<file path="src/rtl/cfa_pkg.sv">
// Shared definitions for the CFA window sequencer and the line buffer it feeds:
// FSM state encoding, a constant-safe clog2 helper and default geometry.
package cfa_pkg;

    // Defaults shared with the line buffer; both sides must agree on them.
    localparam int CFA_FILTER_SIZE = 5;
    localparam int CFA_RD_LAT      = 1;

    // Sequencer FSM states.
    typedef enum logic [2:0] {
        IDLE  = 3'd0,
        CLEAR = 3'd1,
        FETCH = 3'd2,
        WAIT  = 3'd3,
        EMIT  = 3'd4,
        DONE  = 3'd5
    } cfa_state_e;

    // Number of bits needed to index 'value' distinct items (value >= 2).
    function automatic int clog2(input int value);
        int v;
        int r;
        v = value - 1;
        r = 0;
        while (v > 0) begin
            r = r + 1;
            v = v >> 1;
        end
        return r;
    endfunction

endpackage

</file>
<file path="src/rtl/cfa_win_seq_addr_gen.sv">
// Row/column/line counters of the window sequencer and the row-major
// sample address they imply. The address is registered from the next-state
// counter values, so it is valid in the same cycle the FSM is in FETCH.
module cfa_win_seq_addr_gen
    import cfa_pkg::*;
#(
    parameter int FILTER_SIZE = CFA_FILTER_SIZE,
    parameter int IMG_WIDTH   = 64,
    parameter int IMG_HEIGHT  = 64,
    parameter int ADDR_W      = 12
) (
    input  logic                          clk,
    input  logic                          rst,
    input  logic                          row_clr_i,
    input  logic                          row_inc_i,
    input  logic                          col_clr_i,
    input  logic                          col_inc_i,
    input  logic                          k_run_i,
    output logic [clog2(IMG_HEIGHT)-1:0]  row_o,
    output logic [clog2(IMG_WIDTH)-1:0]   col_o,
    output logic                          k_last_o,
    output logic                          col_last_o,
    output logic                          row_last_o,
    output logic [ADDR_W-1:0]             mem_addr_o
);

    localparam int RW = clog2(IMG_HEIGHT);
    localparam int CW = clog2(IMG_WIDTH);
    localparam int KW = clog2(FILTER_SIZE);

    logic [RW-1:0]     row_q, row_d;
    logic [CW-1:0]     col_q, col_d;
    logic [KW-1:0]     k_q, k_d;
    logic [ADDR_W-1:0] addr_q, addr_d;

    assign k_last_o   = (k_q == KW'(FILTER_SIZE - 1));
    assign col_last_o = (col_q == CW'(IMG_WIDTH - 1));
    assign row_last_o = (row_q == RW'(IMG_HEIGHT - FILTER_SIZE));
    assign row_o      = row_q;
    assign col_o      = col_q;
    assign mem_addr_o = addr_q;

    // Next counter values; k walks the strip lines only while fetching.
    always_comb begin
        row_d = row_q;
        if (row_clr_i)      row_d = '0;
        else if (row_inc_i) row_d = row_q + RW'(1);

        col_d = col_q;
        if (col_clr_i)      col_d = '0;
        else if (col_inc_i) col_d = col_q + CW'(1);

        k_d = '0;
        if (k_run_i && !k_last_o) k_d = k_q + KW'(1);

        addr_d = (ADDR_W'(row_d) + ADDR_W'(k_d)) * ADDR_W'(IMG_WIDTH) + ADDR_W'(col_d);
    end

    // Counter and address registers.
    always_ff @(posedge clk) begin
        if (rst) begin
            row_q  <= '0;
            col_q  <= '0;
            k_q    <= '0;
            addr_q <= '0;
        end else begin
            row_q  <= row_d;
            col_q  <= col_d;
            k_q    <= k_d;
            addr_q <= addr_d;
        end
    end

endmodule

</file>
<file path="src/rtl/cfa_window_seq.sv">
// Window sequencer: scans the frame one FILTER_SIZE-row strip at a time,
// reads each column top to bottom into the line buffer and presents every
// complete window downstream. Optional build macro CFA_WIN_SEQ_STALL_CNT_EN
// adds a saturating 16-bit count of backpressure cycles (stall_cnt).
//
// Handshake: win_valid rises only in EMIT and holds win_row/win_col stable
// until a cycle where win_valid && win_ready; that cycle is the transfer.
module cfa_window_seq
    import cfa_pkg::*;
#(
    parameter int FILTER_SIZE = CFA_FILTER_SIZE,
    parameter int IMG_WIDTH   = 64,
    parameter int IMG_HEIGHT  = 64,
    parameter int RD_LAT      = CFA_RD_LAT,
    parameter int ADDR_W      = 12
) (
    input  logic                          clk,
    input  logic                          rst,
    input  logic                          start,
    output logic                          busy,
    output logic                          done,
    output logic                          mem_rd_en,
    output logic [ADDR_W-1:0]             mem_addr,
    output logic                          buf_en,
    output logic                          buf_clr,
    output logic                          win_valid,
    input  logic                          win_ready,
`ifdef CFA_WIN_SEQ_STALL_CNT_EN
    output logic [15:0]                   stall_cnt,
`endif
    output logic [clog2(IMG_HEIGHT)-1:0]  win_row,
    output logic [clog2(IMG_WIDTH)-1:0]   win_col,
    output logic [2:0]                    dbg_state
);

    localparam logic [2:0] S_IDLE  = IDLE;
    localparam logic [2:0] S_CLEAR = CLEAR;
    localparam logic [2:0] S_FETCH = FETCH;
    localparam logic [2:0] S_WAIT  = WAIT;
    localparam logic [2:0] S_EMIT  = EMIT;
    localparam logic [2:0] S_DONE  = DONE;

    localparam int LW = clog2(FILTER_SIZE + 1);
    localparam int WW = clog2(RD_LAT + 1);

    logic [2:0]        state_q, state_d;
    logic [LW-1:0]     loaded_q, loaded_d, loaded_inc;
    logic [WW-1:0]     wait_q, wait_d;
    logic [RD_LAT-1:0] rd_pipe_q, rd_pipe_d;
    logic              row_clr, row_inc, col_clr, col_inc;
    logic              k_last, col_last, row_last;

    cfa_win_seq_addr_gen #(
        .FILTER_SIZE (FILTER_SIZE),
        .IMG_WIDTH   (IMG_WIDTH),
        .IMG_HEIGHT  (IMG_HEIGHT),
        .ADDR_W      (ADDR_W)
    ) u_addr_gen (
        .clk        (clk),
        .rst        (rst),
        .row_clr_i  (row_clr),
        .row_inc_i  (row_inc),
        .col_clr_i  (col_clr),
        .col_inc_i  (col_inc),
        .k_run_i    (state_q == S_FETCH),
        .row_o      (win_row),
        .col_o      (win_col),
        .k_last_o   (k_last),
        .col_last_o (col_last),
        .row_last_o (row_last),
        .mem_addr_o (mem_addr)
    );

    assign busy       = (state_q != S_IDLE);
    assign done       = (state_q == S_DONE);
    assign mem_rd_en  = (state_q == S_FETCH);
    assign win_valid  = (state_q == S_EMIT);
    assign buf_clr    = rst | (state_q == S_CLEAR);
    assign buf_en     = rd_pipe_q[RD_LAT-1];
    assign dbg_state  = state_q;
    assign loaded_inc = (loaded_q == LW'(FILTER_SIZE)) ? loaded_q : loaded_q + LW'(1);

    // Next state and counter strobes for the strip/column scan.
    always_comb begin
        state_d  = state_q;
        loaded_d = loaded_q;
        wait_d   = '0;
        row_clr  = 1'b0;
        row_inc  = 1'b0;
        col_clr  = 1'b0;
        col_inc  = 1'b0;
        case (state_q)
            S_IDLE: begin
                if (start) begin
                    row_clr = 1'b1;
                    state_d = S_CLEAR;
                end
            end
            S_CLEAR: begin
                col_clr  = 1'b1;
                loaded_d = '0;
                state_d  = S_FETCH;
            end
            S_FETCH: begin
                if (k_last) state_d = S_WAIT;
            end
            S_WAIT: begin
                // Hold until the last read of the column has been written.
                if (wait_q == WW'(RD_LAT - 1)) begin
                    loaded_d = loaded_inc;
                    if (loaded_inc == LW'(FILTER_SIZE)) begin
                        state_d = S_EMIT;
                    end else begin
                        col_inc = 1'b1;
                        state_d = S_FETCH;
                    end
                end else begin
                    wait_d = wait_q + WW'(1);
                end
            end
            S_EMIT: begin
                if (win_ready) begin
                    if (!col_last) begin
                        col_inc = 1'b1;
                        state_d = S_FETCH;
                    end else if (!row_last) begin
                        row_inc = 1'b1;
                        state_d = S_CLEAR;
                    end else begin
                        state_d = S_DONE;
                    end
                end
            end
            S_DONE:  state_d = S_IDLE;
            default: state_d = S_IDLE;
        endcase
    end

    // Delay line that turns each read strobe into the buffer write enable.
    always_comb begin
        rd_pipe_d    = rd_pipe_q;
        rd_pipe_d[0] = mem_rd_en;
        for (int i = 1; i < RD_LAT; i++) rd_pipe_d[i] = rd_pipe_q[i-1];
    end

    // FSM, fill-level, wait and read-pipe registers.
    always_ff @(posedge clk) begin
        if (rst) begin
            state_q   <= S_IDLE;
            loaded_q  <= '0;
            wait_q    <= '0;
            rd_pipe_q <= '0;
        end else begin
            state_q   <= state_d;
            loaded_q  <= loaded_d;
            wait_q    <= wait_d;
            rd_pipe_q <= rd_pipe_d;
        end
    end

`ifdef CFA_WIN_SEQ_STALL_CNT_EN
    logic [15:0] stall_q;
    assign stall_cnt = stall_q;

    // Saturating count of cycles a presented window waits for the consumer.
    always_ff @(posedge clk) begin
        if (rst) begin
            stall_q <= '0;
        end else if (state_q == S_IDLE && start) begin
            stall_q <= '0;
        end else if (win_valid && !win_ready && stall_q != 16'hFFFF) begin
            stall_q <= stall_q + 16'd1;
        end
    end
`endif

endmodule

</file>
<file path="config.mk">
export PLATFORM = sky130hd
export DESIGN_NAME = cfa_window_seq
export DESIGN_NICKNAME = d
export VERILOG_FILES = /design/src/rtl/cfa_pkg.sv /design/src/rtl/cfa_win_seq_addr_gen.sv /design/src/rtl/cfa_window_seq.sv
export SDC_FILE = /design/constraint.sdc
export NUM_CORES = 1
export LEC_CHECK = 0
export ABC_AREA = 1
export CORE_ASPECT_RATIO = 1.25
export CORE_MARGIN = 2
export CORE_UTILIZATION = 25
export CTS_CLUSTER_DIAMETER = 50
export DETAILED_ROUTE_END_ITERATION = 10
export GPL_TIMING_DRIVEN = 0
export PLACE_DENSITY = 0.43
export SLEW_MARGIN = 0
export SYNTH_ARGS = -nofsm -noshare
export SYNTH_HDL_FRONTEND = slang
export SYNTH_SLANG_ARGS = --single-unit
</file>
<file path="constraint.sdc">
create_clock -name clk -period 5.75 [get_ports clk]
set_clock_uncertainty 0.15 [all_clocks]
set_input_delay 0.8625 -clock clk [delete_from_list [all_inputs] [get_ports clk]]
set_output_delay 0.8625 -clock clk [all_outputs]
set_load 0.05 [all_outputs]
</file>
==> results.json <==
{
  "status": "complete, no violations",
  "ys_top_cells_by_area": "dfxtp_1 35%, nand2_1 9.3%, nor2_1 7.1%",
  "hold_depth": 2,
  "drive_gt1_share_pct": 11.4,
  "drt-total-wl_microns": 3830,
  "crit_family": "buffers and inverters",
  "gp_congestion": 0.747,
  "drtIter0Drc": 48,
  "synthCells": 229,
  "p_leak_uw": 0.000883,
  "synth.distinct_cells": 30,
  "maxSlewViolCount": 0,
  "regToRegEndpoint": "u_addr_gen.mem_addr_o[10]",
  "startpoint_type": "input port",
  "crit_path_start": "rst",
  "synth_commonest_cells": "41 x nand2_1, 31 x nor2_1, 29 x dfxtp_1, 28 x inv_1",
  "grt_usage_pct": 11.1,
  "hold_path_class": "reg -> reg",
  "max_freq_ghz": 0.290,
  "use_met3_pct": 3.15,
  "finalPower_uw": 637,
  "finalCritPeriodShare_pct": 59.9,
  "r2r_start": "u_addr_gen.row_o[0]",
  "top_usage_layer": "met2",
  "cts_tree": "yes",
  "end_kind": "output port",
  "synth_sequential_area_ratio_pct": 35.3,
  "cts_hold_buf": 0,
  "numCtsBuffers": 5,
  "whs_ns": 0.347,
  "dp_hpwl_microns": 3040,
  "ant_nets": 0,
  "nets": 285,
  "cp_max_fo": 8,
  "cts_resized": 0,
  "ios": 37,
  "chipWidth_microns": 76.6,
  "placementRows": 33,
  "antenna_found_initial": 0,
  "dr.pass1.iters": 4,
  "drc": 0,
  "h-tree-depth": 2,
  "die_h_microns": 94.7,
  "synth_enable_flop_cells": 0,
  "die-area_sq_um": 7260,
  "rsz0062_at_grt": "no",
  "vias_per_cell": 4.19,
  "grt-ovfl-total": 0,
  "grt_first_pass_wirelength_microns": 6420,
  "max-slew-margin-rel_pct": 65.0,
  "power_density_nw_per_um2": 291,
  "finalCriticalPeriod_ns": 3.44,
  "insertion_delay_ns": 0.28,
  "holdPathEnd": "u_addr_gen.mem_addr_o[4]",
  "worstHoldStart": "u_addr_gen.mem_addr_o[4]",
  "synth_ff_type": "dfxtp_1",
  "via_count": 1500,
  "avgSynthCellArea_sq_um": 7.19,
  "max_stage_delay_ns": 0.84,
  "routedWlPerCell_microns": 10.7,
  "ir_worst_vdd_mv": 0.125,
  "final_core_util_pct": 33.8,
  "post_cts_buffers": 0,
  "initial_core_util_pct": 25.4,
  "required_ns": 4.74,
  "drv_cap": 0,
  "gr-usage-met2_pct": 20.2,
  "areaGrowthSynthToFinish_pct": 33.1,
  "worst_pin_slew_ns": 0.520,
  "slowest_stage": "clkdlybuf4s50_1",
  "finalHoldViolCount": 0,
  "first_global_vias": 1453,
  "crit_type": "in -> out",
  "path_buf_inv": 3,
  "root_buffer": "clkbuf_8",
  "antennaDiodeCount": 0,
  "arrival_ns": 2.43,
  "cts_buffer_depth": 2,
  "clk_pin_slew_ns": 0.06,
  "syn_nets": 243,
  "reg2reg_depth": 16,
  "setup_tns_ns": 0,
  "synth_warnings": 0,
  "cts_sinks": 29,
  "cp_cell_sequence": "clkbuf_1 > inv_1 > nand2_1 > clkdlybuf4s50_1",
  "synth.top_cell.area_share_pct": 35.3,
  "grtUsageMet1_pct": 12.4,
  "portBuffers": 35,
  "synth.largest_area_cell": "dfxtp_1",
  "setup_viol": 0,
  "netlist_area_sq_um": 1650,
  "core_sq_um": 6480,
  "rrSetupSlack_ns": 2.94,
  "yosysMostFrequentCell": "nand2_1",
  "grt_max_degree": 11,
  "synth-seq-cells": 29,
  "synthArstFlopShare_pct": 0
}
## worst reg2reg max path, cell delays in order, from the launching register on
cell and delay, ns:
dfxtp_1 0.43, ha_1 0.24, inv_1 0.08, nor2_1 0.11, nand3_2 0.12, nand4_4 0.13
inv_2 0.08, nor2_1 0.14, nor3_1 0.08, ha_1 0.21, fa_1 0.38, nand2_1 0.07
inv_1 0.06, o2111ai_1 0.25, nand2_1 0.08, nand2_1 0.06, nor2_1 0.04
## how the worst max path moves through the flow
stage | to | slack [ns] | cells past startpoint
2_1_floorplan | u_addr_gen.mem_addr_o[11] | 2.13 | 12
3_3_place_gp | buf_clr | 2.27 | 4
3_5_place_dp | buf_clr | 2.27 | 4
4_1_cts | buf_clr | 2.27 | 4
5_1_grt | buf_clr | 2.18 | 4
6_report | buf_clr | 2.31 | 4
## layout by cell type (no fill, tap or decap), drive strengths merged
master	instances
clkdlybuf4s50	35
o22ai	1
o21ai	15
conb	1
nand4	5
dfxtp	29
ha	9
fa	1
buf	6
nor3	9
nand2	46
o2111ai	1
nor4	2
inv	33
or2	1
xor2	2
a21oi	15
nand3	12
xnor2	3
nor2	34
clkbuf	9
and2	2
## power by group
group / switching (uW) / total, uW / internal, uW
sequential: 19.5 / 239 / 220
combinational: 158 / 227 / 68.9
clock: 76.6 / 171 / 94.8
## cells by family (layout without fill, tap and decap cells)
| logic type | after synthesis | in the layout | share of synthesized area, % |
|---|---|---|---|
| adder cells (fa/ha/maj) | 10 | 10 | 8.05 |
| AO/OA/AOI/OAI | 32 | 32 | 10.5 |
| flip-flops | 29 | 29 | 35.3 |
| buffers and inverters | 41 | 83 | 10.7 |
| AND/OR/NAND/NOR | 111 | 111 | 32.6 |
| other | 1 | 1 | 0.228 |
| XOR/XNOR | 5 | 5 | 2.66 |
## metal layers
metal / vias up / share of wire (%) / routed length [microns]
met1: 658 / 45 / 1740
met3: 6 / 3.1 / 117
met4: 0 / 1.3 / 51
li1: 812 / - / -
met2: 24 / 50 / 1920
met5: - / 0 / 0
## per-stage QoR
step | setup slack, ns | std cells | area, sq um
floorplan | 2.13 | 229 | 1650
global placement | 2.27 | 351 | 2110
detailed placement | 2.27 | 351 | 2110
CTS | 2.27 | 358 | 2190
global route | 2.18 | 358 | 2190
finish | 2.31 | 358 | 2190
## layout make-up
class / instances / area, sq um
clock buffer: 7 / 86.3
tap: 87 / 109
multi-input combinational: 159 / 890
sequential: 29 / 581
buffer: 8 / 52.6
fill: 713 / 4290
inverter: 33 / 124
timing repair buffer: 35 / 350
## flip-flops by register name, indices dropped and copies added, names as in the netlist
signal / cells
u_addr_gen.mem_addr_o: 12
u_addr_gen.row_o: 6
dbg_state: 3
loaded_q: 3
u_addr_gen.k_q: 3
buf_en: 1
wait_q: 1
(Power assumes the default switching activity.)
